File: src/rtl/button_event_mem.sv
// Purpose: memory-mapped panel-input peripheral: sync, debounce, edge events queued in a small FIFO for CPU polling.
// Latency: input edge to FIFO entry is 2 + DEBOUNCE_CYCLES + 1 clocks; register reads return on q one cycle after the read.
// Backpressure: none toward the inputs; a push into a full FIFO is dropped and sets a sticky overflow flag.
// Optional: define BUTTON_EVENT_MASK_EN to add the per-input event MASK register at offset 5.
module button_event_mem #(
  parameter int DATA_WIDTH      = 16,
  parameter int ADDR_WIDTH      = 16,
  parameter int NUM_IN          = 8,
  parameter int DEBOUNCE_CYCLES = 50000,
  parameter int FIFO_DEPTH      = 8
) (
  input  logic                  clk,
  input  logic                  rst,
  input  logic [DATA_WIDTH-1:0] data,
  input  logic [ADDR_WIDTH-1:0] addr,
  input  logic                  we,
  input  logic                  en,
  output logic [DATA_WIDTH-1:0] q,
  input  logic [NUM_IN-1:0]     btn_in,
  output logic                  event_pending
);

  localparam int             CW       = (DEBOUNCE_CYCLES > 1) ? $clog2(DEBOUNCE_CYCLES) : 1;
  localparam int             AW       = (FIFO_DEPTH > 1) ? $clog2(FIFO_DEPTH) : 1;
  localparam logic [4:0]     DEPTH_C  = 5'(FIFO_DEPTH);
  localparam logic [CW-1:0]  CNT_LAST = CW'(DEBOUNCE_CYCLES - 1);

  logic [NUM_IN-1:0] sync1, sync2, stable, edge_val, pending;
  logic [CW-1:0]     cnt [NUM_IN];
  logic [NUM_IN-1:0] flip, pend_set, push_clr, pending_nxt;
  logic [3:0]        sel_idx;
  logic              sel_edge, push_req;

  logic [4:0]        mem [FIFO_DEPTH];
  logic [AW-1:0]     wr_ptr, rd_ptr;
  logic [4:0]        count, count_nxt;
  logic              overflow;
  logic              empty, full, do_pop, do_push, ovf_set;

  logic [2:0]        off;
  logic              wr_cyc, pop_req, flush, ovf_clr;
  logic [15:0]       head, level_ext, rd_val;
  logic              unused_bits;

`ifdef BUTTON_EVENT_MASK_EN
  logic [NUM_IN-1:0] mask;
  logic              mask_wr;
  logic [15:0]       mask_ext;
`endif

  assign off     = addr[2:0];
  assign wr_cyc  = en & we;
  assign pop_req = wr_cyc & (off == 3'd3);
  assign flush   = wr_cyc & (off == 3'd4) & data[0];
  assign ovf_clr = wr_cyc & (off == 3'd0) & data[8];
  assign unused_bits = ^{addr[ADDR_WIDTH-1:3], data};

  // An input flips its stable level once it has disagreed for DEBOUNCE_CYCLES consecutive cycles
  always_comb begin
    flip = '0;
    for (int i = 0; i < NUM_IN; i++) begin
      flip[i] = (sync2[i] != stable[i]) && (cnt[i] == CNT_LAST);
    end
  end

  // Lowest-index pending input wins the single push slot each cycle
  always_comb begin
    sel_idx  = '0;
    sel_edge = 1'b0;
    for (int i = NUM_IN - 1; i >= 0; i--) begin
      if (pending[i]) begin
        sel_idx  = 4'(i);
        sel_edge = edge_val[i];
      end
    end
    push_req = |pending;
    push_clr = pending & (~pending + NUM_IN'(1));
  end

  // Pending flags: set by debounced flips (unless masked), cleared by arbitration, flush or masking
  always_comb begin
`ifdef BUTTON_EVENT_MASK_EN
    mask_wr     = wr_cyc & (off == 3'd5);
    pend_set    = flip & ~mask;
    pending_nxt = (pending & ~push_clr) | pend_set;
    if (mask_wr) pending_nxt = pending_nxt & ~data[NUM_IN-1:0];
`else
    pend_set    = flip;
    pending_nxt = (pending & ~push_clr) | pend_set;
`endif
    if (flush) pending_nxt = '0;
  end

  // FIFO control: pop only when non-empty; a full FIFO accepts a push only alongside a pop
  always_comb begin
    empty   = (count == 5'd0);
    full    = (count == DEPTH_C);
    do_pop  = pop_req & ~empty;
    do_push = push_req & (~full | do_pop);
    ovf_set = push_req & full & ~do_pop & ~flush;
    count_nxt = count;
    if (flush) count_nxt = 5'd0;
    else if (do_push && !do_pop) count_nxt = count + 5'd1;
    else if (do_pop && !do_push) count_nxt = count - 5'd1;
  end

  // Read-side views and register select
  always_comb begin
    head      = empty ? 16'h0000 : {1'b1, 6'b0, mem[rd_ptr][4], 4'b0, mem[rd_ptr][3:0]};
    level_ext = '0;
    level_ext[NUM_IN-1:0] = stable;
`ifdef BUTTON_EVENT_MASK_EN
    mask_ext  = '0;
    mask_ext[NUM_IN-1:0] = mask;
`endif
    rd_val = '0;
    case (off)
      3'd0: rd_val = {5'b0, full, empty, overflow, 3'b0, count};
      3'd1: rd_val = level_ext;
      3'd2: rd_val = head;
`ifdef BUTTON_EVENT_MASK_EN
      3'd5: rd_val = mask_ext;
`endif
      default: rd_val = '0;
    endcase
  end

  // Two-flop synchroniser and per-input debounce counters
  always_ff @(posedge clk) begin
    if (rst) begin
      sync1    <= '0;
      sync2    <= '0;
      stable   <= '0;
      edge_val <= '0;
      for (int i = 0; i < NUM_IN; i++) cnt[i] <= '0;
    end else begin
      sync1 <= btn_in;
      sync2 <= sync1;
      for (int i = 0; i < NUM_IN; i++) begin
        if (sync2[i] == stable[i]) begin
          cnt[i] <= '0;
        end else if (flip[i]) begin
          stable[i]   <= sync2[i];
          edge_val[i] <= sync2[i];
          cnt[i]      <= '0;
        end else begin
          cnt[i] <= cnt[i] + CW'(1);
        end
      end
    end
  end

  // Pending event flags
  always_ff @(posedge clk) begin
    if (rst) pending <= '0;
    else     pending <= pending_nxt;
  end

  // FIFO pointers, occupancy, sticky overflow and registered pending indication
  always_ff @(posedge clk) begin
    if (rst) begin
      wr_ptr        <= '0;
      rd_ptr        <= '0;
      count         <= '0;
      overflow      <= 1'b0;
      event_pending <= 1'b0;
    end else begin
      if (flush) begin
        wr_ptr <= '0;
        rd_ptr <= '0;
      end else begin
        if (do_push) wr_ptr <= wr_ptr + AW'(1);
        if (do_pop)  rd_ptr <= rd_ptr + AW'(1);
      end
      count         <= count_nxt;
      event_pending <= (count_nxt != 5'd0);
      if (ovf_set)      overflow <= 1'b1;
      else if (ovf_clr) overflow <= 1'b0;
    end
  end

  // FIFO storage holds only edge and index; the fixed marker bits are added on read
  always_ff @(posedge clk) begin
    if (do_push && !flush) mem[wr_ptr] <= {sel_edge, sel_idx};
  end

`ifdef BUTTON_EVENT_MASK_EN
  // Event mask register
  always_ff @(posedge clk) begin
    if (rst)          mask <= '0;
    else if (mask_wr) mask <= data[NUM_IN-1:0];
  end
`endif

  // Registered read data, held when not reading
  always_ff @(posedge clk) begin
    if (rst)            q <= '0;
    else if (en && !we) q <= rd_val;
  end

endmodule

File: config.mk
export PLATFORM = sky130hd
export DESIGN_NAME = button_event_mem
export DESIGN_NICKNAME = d
export VERILOG_FILES = /design/src/rtl/button_event_mem.sv
export SDC_FILE = /design/constraint.sdc
export NUM_CORES = 1
export LEC_CHECK = 0
export BUFFER_PORTS_ARGS = -buffer_cell sky130_fd_sc_hd__buf_2
export CORE_UTILIZATION = 50
export CTS_BUF_LIST = sky130_fd_sc_hd__clkbuf_4 sky130_fd_sc_hd__clkbuf_8
export CTS_CLUSTER_SIZE = 10
export DETAILED_ROUTE_END_ITERATION = 10
export GPL_TIMING_DRIVEN = 0
export PLACE_DENSITY = 0.67
export REMOVE_ABC_BUFFERS = 1
export SLEW_MARGIN = 10
export SYNTH_ARGS = -nofsm -noshare
export SYNTH_HDL_FRONTEND = slang
export SYNTH_SLANG_ARGS = --single-unit
File: constraint.sdc
create_clock -name clk -period 2.76 [get_ports clk]
set_clock_uncertainty 0.05 [all_clocks]
set_input_delay 0.414 -clock clk [delete_from_list [all_inputs] [get_ports clk]]
set_output_delay 0.414 -clock clk [all_outputs]
set_load 0.01 [all_outputs]
==> summary.txt <==
Clocking
  – CTS Buffer Depth: 3
  – Clk_lat worst skew: 0.53 ns
  – CTS tree: built
  – CTS root buf: clkbuf_8
  – # clock sinks: 220
  – Reg clk slew, reported paths: 0.07 ns
  – TritonCTS buffer count: 39
  – CTS HTree Levels: 2

Floorplanning
  – Starting Density: 51.5%
  – Core ar.: 20400 sq um
  – Die area: 21600 sq um
  – Die span in x: 147 um
  – Die Span Y: 147 um
  – Std cell rows: 52
  – IO Pins: 61

Logic synthesis
  – FFs w/ async S/R, synth: 0%
  – Synth top area share: 45.6%
  – Ys flop type: edfxtp_1
  – Synthesized area: 10500 sq um
  – Synth area leaders: edfxtp_1 46%, dfxtp_1 11%, nor2_1 7.3%, xor2_1 6.1%, xnor2_1 4.4%
  – Yosys cell types: 53
  – Mapped Cells: 966
  – Most common cell in the netlist: nor2_1
  – Number of synthesized register bits: 220
  – YS warnings: 0
  – Post-synthesis sequential area ratio: 57.0%
  – Dominant cell type by area after synthesis: edfxtp_1
  – Commonest cells post-synth: 204 x nor2_1, 160 x edfxtp_1, 73 x xor2_1, 60 x dfxtp_1, 58 x nand2_1
  – Synth Area per Inst: 10.9 sq um
  – Post-synth EDFFs: 160

Route
  – Routed Antenna Nets: 0
  – Post-route DRC: 0
  – Vias per cell: 4.93
  – Routed vias: 7055
  – Initial DRC count: 299
  – Post-DR wirelength/cell: 13.0 um
  – Total Wirelength: 18600 um
  – First-pass iteration count of the detailed router: 5

Worst setup path
  – Worst-path cell chain: inv_1 > ha_1 > nor4b_4 > nor4b_4 > buf_4 > o21ai_2 > or3_1 > nor2_1
  – Slowest cell delay on critical path: 0.46 ns
  – Crit path max fanout: 6
  – Arrival @ worst endpoint: 2.82 ns
  – Critical path endpoint category: flop
  – Worst path top cell family by delay: simple AND/OR/NAND/NOR gates
  – WP data required: 2.90 ns
  – Critical path class: reg -> reg
  – Critical-path top delay cell: dfxtp_1
  – Most used cell, CP: nor4b_4
  – Critical Path Start Type: flop
  – Worst Path Buf+Inv: 2

Final layout
  – Layout cells sized above 1: 10.8%
  – Diode count: 0
  – Fillers: 1779
  – Nets: 1188
  – Util after Layout: 59.7%
  – P&R area growth vs syn: 15.8%

Placed design
  – Hpwl dp: 12800 um
  – Gp weighted congestion: 0.801
  – Count of input and output buffers: 29
  – Pre-CTS setup slack: -0.335 ns

Power and ir drop
  – Worst vdd ir: 359 uV
  – PwrDens: 588 nW/um^2
  – Lkg Pwr: 0.00449 uW

STA
  – Final Hold Viols: 0
  – Fin Hold WS: 0.0673 ns
  – Slew headroom: 34.0%
  – Total negative setup slack: 0 ns
  – Final setup viols: 0
  – Worst slew pin tran: 0.984 ns
  – Peak Freq: 373 MHz
  – RSZ-0062 raised after global routing: true
  – Min Clock Period, post-route: 2.68 ns
  – Final period util: 97.0%
  – Setup ws final: 0.0816 ns
  – Final Max Slew Viols: 0

Run
  – Max Cap Viol: 0

Global routing
  – Global-route wire length before repair: 31500 um
  – Initial antenna violation count: 0
  – Largest net degree at the start of global routing: 47
  – GRT Total Usage: 17.9%
  – Total overflow reported by the global router: 0
  – Vias in the first global route: 6735

Outcome
  – Status: finished clean

Worst hold path
  – Hold Crit Class: in -> reg
-- through the flow --
step / area, sq um / instances / total power [uW]
floorplan: 10800 / 1059 / 4000
global placement: 11300 / 1358 / 4090
detailed placement: 11300 / 1358 / 4100
CTS: 12200 / 1432 / 7250
global route: 12200 / 1432 / 7470
finish: 12200 / 1432 / 7170
-- registers in the layout, indices dropped and copies added, names as in the netlist, named ones only --
register       cells
cnt              128
count              5
edge_val           1
event_pending      1
mem               32
overflow           1
pending            8
q                 12
rd_ptr             3
stable             7
sync1              8
sync2              8
wr_ptr             3
-- report_power, final --
group	total, uW	internal, uW	switching [uW]
clock	3130	1810	1320
combinational	297	123	175
sequential	3740	3640	99.7
total	7170	5570	1590
-- repair_timing --
action,in CTS,in global routing
pin swaps,1,0
gates resized for setup,1,4
setup endpoints to repair,20,32
hold buffers,0,0
setup buffers,2,0
-- placed cells by master (no fill, tap or decap), types with 21 or more instances in the layout --
| cell | count |
|---|---|
| xnor2_1 | 53 |
| clkbuf_8 | 47 |
| nand4_1 | 21 |
| dfxtp_1 | 60 |
| a21oi_1 | 24 |
| nor2_1 | 202 |
| edfxtp_1 | 160 |
| nand2_1 | 58 |
| xor2_1 | 73 |
| inv_1 | 21 |
| buf_2 | 29 |
| nand3_1 | 53 |
| and3_1 | 25 |
| conb_1 | 132 |
-- final cells by class --
type / count / area, sq um / share of cell area (%)
Clock buffer: 59 / 737 / 6.05
Clock inverter: 13 / 93.8 / 0.770
Inverter: 21 / 78.8 / 0.647
Multi-Input combinational cell: 818 / 4780 / 39.2
Sequential cell: 220 / 6010 / 49.3
Tap cell: 270 / 338 / 2.77
Timing Repair Buffer: 31 / 160 / 1.31
-- path summary, 6_finish.rpt --
check             startpoint         to  slack, ns  cells past startpoint
setup / recovery    count[1]  mem[6][0]       0.08                      8
hold / removal     btn_in[1]   sync1[1]       0.07                      2
setup reg to reg    count[1]  mem[6][0]       0.08                      8
hold reg to reg     sync1[6]   sync2[6]       0.39                      1
-- logic make-up (layout without fill, tap and decap cells) --
family / count (synthesis) / in the layout / synth area share [%]
xor+xnor: 126 / 126 / 10.5
flops: 220 / 220 / 57.0
mux: 27 / 27 / 3.52
simple gates: 459 / 459 / 21.4
compound gates: 61 / 61 / 3.55
buf+inv: 58 / 124 / 2.42
other cells: 2 / 132 / 0.0713
fa+ha+maj: 13 / 13 / 1.54
-- layer usage --
layer  GRT usage [%]  share of wire (%)  up-vias
met5               0                  0        -
met4            6.13                2.1        0
met3            3.39                3.7       39
met2            28.9                 47      112
met1            24.3                 47     3300
li1                -                  -     3604
Note: power is estimated with default switching activity, not from simulation.
